==> src/rtl/adder_arb_pkg.sv <==
`default_nettype none
// ============================================================================
//  Module      : adder_arb_pkg
//  Description : Shared widths, the JALR ImmSrc code and a clog2 helper for
//                the address adder arbiter.
//  Revision    : 1.0
// ============================================================================
package adder_arb_pkg;

    localparam int XLEN = 32;
    localparam int IMMSRC_W = 3;
    localparam logic [IMMSRC_W-1:0] IMM_JALR = 3'b000;

    function automatic int clog2(input int value);
        int r;
        r = 0;
        for (int i = 0; i < 31; i++) begin
            if ((1 << i) < value) begin
                r = i + 1;
            end
        end
        return r;
    endfunction

endpackage
`default_nettype wire

==> src/rtl/adder_arbiter_adder.sv <==
`default_nettype none
// ============================================================================
//  Module      : Adder
//  Description : 32-bit address adder; clears bit 0 of the result for JALR.
//  Revision    : 1.0
// ============================================================================
module Adder
    import adder_arb_pkg::*;
(
    input  logic [XLEN-1:0]     Input_A,
    input  logic [XLEN-1:0]     Input_B,
    input  logic [IMMSRC_W-1:0] ImmSrc,
    output logic [XLEN-1:0]     Output_A
);

    logic [XLEN-1:0] w_raw_sum;

    // Carry out is intentionally dropped: address arithmetic wraps silently.
    assign w_raw_sum = Input_A + Input_B;

    always_comb begin
        Output_A = w_raw_sum;
        if (ImmSrc == IMM_JALR) begin
            Output_A[0] = 1'b0;
        end
    end

endmodule
`default_nettype wire

==> src/rtl/adder_arbiter.sv <==
`default_nettype none
// ============================================================================
//  Module      : adder_arbiter
//  Description : Round-robin (optionally requester-0 priority) sharing of one
//                address adder, with a registered valid/ready response.
//  Revision    : 1.0
// ============================================================================
module adder_arbiter
    import adder_arb_pkg::*;
#(
    parameter int NREQ  = 3,
    parameter int IDW   = 2,
    parameter bit PRIO0 = 1'b0
)(
    input  logic                     clk,
    input  logic                     rst,
    input  logic [NREQ-1:0]          req_valid,
    output logic [NREQ-1:0]          req_ready,
    input  logic [NREQ*XLEN-1:0]     req_a,
    input  logic [NREQ*XLEN-1:0]     req_b,
    input  logic [NREQ*IMMSRC_W-1:0] req_immsrc,
    output logic                     resp_valid,
    input  logic                     resp_ready,
    output logic [IDW-1:0]           resp_id,
    output logic [XLEN-1:0]          resp_sum
);

    generate
        if (NREQ < 2 || NREQ > 8) begin : g_bad_nreq
            $error("adder_arbiter: NREQ must be within 2..8");
        end
        if (IDW < clog2(NREQ)) begin : g_bad_idw
            $error("adder_arbiter: IDW too narrow for NREQ");
        end
    endgenerate

    logic                r_resp_valid;
    logic [IDW-1:0]      r_resp_id;
    logic [XLEN-1:0]     r_resp_sum;
    logic [IDW-1:0]      r_rr_ptr;

    logic [IDW-1:0]      w_grant;
    logic [IDW-1:0]      w_ptr_next;
    logic                w_hit_upper;
    logic                w_accept;
    logic [NREQ-1:0]     w_ready;
    logic [XLEN-1:0]     w_a;
    logic [XLEN-1:0]     w_b;
    logic [IMMSRC_W-1:0] w_immsrc;
    logic [XLEN-1:0]     w_sum;

    // First valid index at or above the pointer wins; otherwise wrap to the
    // lowest valid index. Descending scans leave the lowest match standing.
    always_comb begin
        w_grant     = '0;
        w_hit_upper = 1'b0;
        for (int i = NREQ - 1; i >= 0; i--) begin
            if (req_valid[i] && (IDW'(i) >= r_rr_ptr)) begin
                w_grant     = IDW'(i);
                w_hit_upper = 1'b1;
            end
        end
        if (!w_hit_upper) begin
            for (int i = NREQ - 1; i >= 0; i--) begin
                if (req_valid[i]) begin
                    w_grant = IDW'(i);
                end
            end
        end
        if (PRIO0 && req_valid[0]) begin
            w_grant = '0;
        end
    end

    assign w_accept   = (!r_resp_valid || resp_ready) && (|req_valid);
    assign w_ptr_next = (w_grant == IDW'(NREQ - 1)) ? '0 : w_grant + IDW'(1);

    always_comb begin
        w_ready  = '0;
        w_a      = '0;
        w_b      = '0;
        w_immsrc = '0;
        for (int i = 0; i < NREQ; i++) begin
            if (w_grant == IDW'(i)) begin
                w_ready[i] = w_accept;
                w_a        = req_a[i*XLEN +: XLEN];
                w_b        = req_b[i*XLEN +: XLEN];
                w_immsrc   = req_immsrc[i*IMMSRC_W +: IMMSRC_W];
            end
        end
    end

    // Handshake is suppressed for the whole reset pulse, not just at edges.
    assign req_ready = rst ? '0 : w_ready;

    Adder u_adder (
        .Input_A  (w_a),
        .Input_B  (w_b),
        .ImmSrc   (w_immsrc),
        .Output_A (w_sum)
    );

    always_ff @(posedge clk or posedge rst) begin
        if (rst) begin
            r_resp_valid <= 1'b0;
            r_resp_id    <= '0;
            r_resp_sum   <= '0;
            r_rr_ptr     <= '0;
        end else if (w_accept) begin
            r_resp_valid <= 1'b1;
            r_resp_id    <= w_grant;
            r_resp_sum   <= w_sum;
            r_rr_ptr     <= w_ptr_next;
        end else if (resp_ready) begin
            r_resp_valid <= 1'b0;
        end
    end

    assign resp_valid = r_resp_valid;
    assign resp_id    = r_resp_id;
    assign resp_sum   = r_resp_sum;

endmodule
`default_nettype wire

==> config.mk <==
export PLATFORM = sky130hd
export DESIGN_NAME = adder_arbiter
export DESIGN_NICKNAME = d
export VERILOG_FILES = /design/src/rtl/adder_arb_pkg.sv /design/src/rtl/adder_arbiter_adder.sv /design/src/rtl/adder_arbiter.sv
export SDC_FILE = /design/constraint.sdc
export NUM_CORES = 1
export LEC_CHECK = 0
export BUFFER_PORTS_ARGS = -buffer_cell sky130_fd_sc_hd__buf_2
export CAP_MARGIN = 10
export CORE_UTILIZATION = 41
export DETAILED_ROUTE_END_ITERATION = 8
export HOLD_SLACK_MARGIN = 0.08
export PLACE_DENSITY = 0.76
export SLEW_MARGIN = 40
export SYNTH_ARGS = -nofsm -noshare
export SYNTH_HDL_FRONTEND = slang
export SYNTH_SLANG_ARGS = --single-unit
==> constraint.sdc <==
create_clock -name clk -period 3.3 [get_ports clk]
set_input_delay 0.66 -clock clk [delete_from_list [all_inputs] [get_ports clk]]
set_output_delay 0.66 -clock clk [all_outputs]
set_load 0.01 [all_outputs]
==> flow_summary.json <==
{
  "status": "finished, violations left",
  "violations": "negative setup slack",
  "comb_power_share_pct": 72.6,
  "synth_top_flop_cell": "dfrtp_1",
  "hold_class": "reg -> reg",
  "dpl_cell_area_sq_um": 6460,
  "clk_pin_slew_ns": 0.08,
  "io_pins": 245,
  "dpl.hpwl_mm": 12.5,
  "hold_slack_ns": 0.476,
  "crit_path_start_kind": "input port",
  "slew_viol_final": 0,
  "p_per_area_nw_per_um2": 591,
  "synth.most_common_cell": "a21oi_1",
  "setup_viol": 18,
  "cp.arrival_ns": 3.68,
  "post-route-period-util_pct": 107,
  "wl_mm": 16.3,
  "rr_worst_depth": 17,
  "num_antenna_cells": 0,
  "fin_tns_setup_ns": -1.78,
  "final_area_sq_um": 7130,
  "yosysTopAreaCell": "dfrtp_1",
  "initial_core_util_pct": 42.3,
  "r2r_slack_ns": -0.20,
  "layout_min_cycle_time_ns": 3.52,
  "grt_max_degree": 41,
  "coreArea_sq_um": 10300,
  "die-area_sq_um": 11100,
  "hold_viol_final": 0,
  "crit_type": "in -> reg",
  "num_vias": 5667,
  "p_int_mw": 2.38,
  "synth_area_leaders": "dfrtp_1 (21%), mux2i_1 (15%), a21oi_1 (11%)",
  "root_buffer": "clkbuf_8",
  "yosys.area.top_type_share_pct": 21.2,
  "r2r-end": "resp_sum[30]",
  "firstDrtPassIters": 5,
  "portBuffers": 244,
  "numCtsBuffers": 5,
  "max_freq_mhz": 284,
  "holdPathEnd": "resp_sum[5]",
  "layout-drive-gt1-share_pct": 48.5,
  "htreeDepth": 2,
  "cap_violations": 0,
  "detail_route.vias_per_cell": 5.39,
  "ant_nets": 0,
  "crit_required_ns": 3.46,
  "ir_drop_uv": 294,
  "tritoncts": "built",
  "power_frac_clock_pct": 9.2,
  "worst_r2r_startpoint": "r_rr_ptr[1]",
  "postSynthCellCount": 579,
  "synth_cell_types": 52,
  "drc": 0,
  "die_w_um": 105,
  "leakagePower_nw": 3.81,
  "grt_overflow": 0,
  "worst_pin_slew_ns": 0.742,
  "yosys_register_bits": 37,
  "min_from": "resp_sum[5]",
  "syn_nets": 818,
  "syn_avg_cell_area_sq_um": 7.54,
  "wl_per_cell_um": 15.5,
  "rsz0062_at_grt": "true",
  "grt_pass1_wl_mm": 25.0,
  "antenna_found_initial": 0,
  "cp_max_fo": 8,
  "nets": 1154,
  "syn_area_sq_um": 4370,
  "clk_latency_ns": 0.29,
  "skew_ns": 0.00959,
  "grt_pass1_vias": 5353,
  "clk_path_buf_depth": 2,
  "ys_warn_count": 0,
  "die_y_um": 105,
  "gp_congestion": 0.881,
  "grtUsageTotal_pct": 28.2,
  "async_reset_ff_share_pct": 100,
  "cts-hold-fix-buffers": 0,
  "rows": 37,
  "synth-edff-count": 0,
  "pwr-share-seq_pct": 18.2,
  "relSlewSlack_pct": 50.6,
  "cts_sinks": 37,
  "seq_area_frac_synth_pct": 21.2,
  "cp-end-kind": "flip-flop",
  "syn2layout_area_growth_pct": 63.4,
  "fin_ws_ns": -0.222,
  "synth_common_cells": "a21oi_1 (95), nor2_1 (76), mux2i_1 (65)",
  "holdPathStages": 2,
  "drt_iter0_drc": 314,
  "p_sw_mw": 1.84,
  "switching_share_pct": 43.6
}
layout by cell type (no fill, tap or decap), types with 15 or more instances in the layout:
cell type  netlist  layout
buf_4            0     103
dfrtp_1         37      36
o21ai_0         43      24
buf_2            5     242
ha_1            31      24
nor2_1          76      73
a21oi_1         95      76
o21ai_1          3      17
mux2i_1         65      64
a21oi_2          2      20
inv_1           16      15
nand2_1         54      52
how the worst max path moves through the flow:
stage                             from  slack [ns]            to
after floorplan           req_valid[2]       -0.43  resp_sum[29]
after global placement    req_valid[0]       -0.62  resp_sum[30]
after detailed placement  req_valid[0]       -0.67  resp_sum[26]
after CTS                  r_rr_ptr[1]        -0.1  resp_sum[31]
after global routing       r_rr_ptr[1]       -0.41  resp_sum[30]
final                     req_valid[2]       -0.22  resp_sum[30]
through the flow:
step / worst slack (ns) / cells / total power [mW] / utilization (%)
floorplan: -0.430 / 579 / 2.27 / -
global placement: -0.619 / 1026 / 3.32 / 62.6
detailed placement: -0.672 / 1026 / 3.36 / 62.6
CTS: -0.0960 / 1044 / 3.97 / 66.7
global route: -0.408 / 1051 / 4.51 / 69.1
finish: -0.222 / 1051 / 4.21 / 69.1
cells by family after synthesis:
kind of cell | after synthesis | synth area share [%]
multiplexers | 66 | 15.2
AND/OR/NAND/NOR | 171 | 16.8
AO/OA/AOI/OAI | 199 | 27.9
buffers and inverters | 49 | 4.53
XOR/XNOR | 25 | 5.02
flip-flops | 37 | 21.2
adder cells (fa/ha/maj) | 32 | 9.34
what timing repair did:
action,4_1_cts,5_1_grt
pin swaps,22,45
setup endpoints to repair,23,24
buffers inserted,8,8
resized for setup,44,47
gates cloned,3,0
flip-flops by register name (all words and copies together), names as in the netlist:
name / cells
resp_sum: 32
r_rr_ptr: 2
resp_id: 2
resp_valid: 1
layout make-up:
| class | instances | area [sq um] |
|---|---|---|
| clock buffers | 5 | 68.8 |
| clock inverters | 2 | 35.0 |
| fillers | 861 | 3190 |
| inverters | 16 | 60.1 |
| multi-input cells | 493 | 3580 |
| flip-flops and latches | 37 | 927 |
| well taps | 136 | 170 |
| repair buffers | 362 | 2290 |
worst max-delay path, cell delays in order:
cell and delay [ns]:
buf_6 0.07, a21oi_2 0.05, o211ai_1 0.16, buf_4 0.21, buf_12 0.15, buf_4 0.14
buf_4 0.17, mux2i_1 0.23, a21oi_2 0.10, ha_1 0.33, a21oi_1 0.18, o21ai_0 0.09
a21oi_1 0.23, o21ai_0 0.18, a31oi_1 0.31, o41ai_4 0.15, xnor2_1 0.19, o21ai_1 0.08
metal layers:
layer / vias to the layer above / share of wire [%] / global-route usage, %
li1: 2760 / - / -
met1: 2636 / 42 / 35.3
met2: 238 / 50 / 49.2
met3: 33 / 6.1 / 5.43
met4: 0 / 1.6 / 7.85
met5: - / 0 / 0
power groups by stage:
stage	Clock, mW	Combinational [mW]	Sequential, mW
finish	0.389	3.06	0.766
global route	0.415	3.30	0.795
CTS	0.400	2.80	0.763
detailed placement	0	2.60	0.769
global placement	0	2.55	0.764
floorplan	0	1.42	0.850
Power figures use the tool's default switching activity.
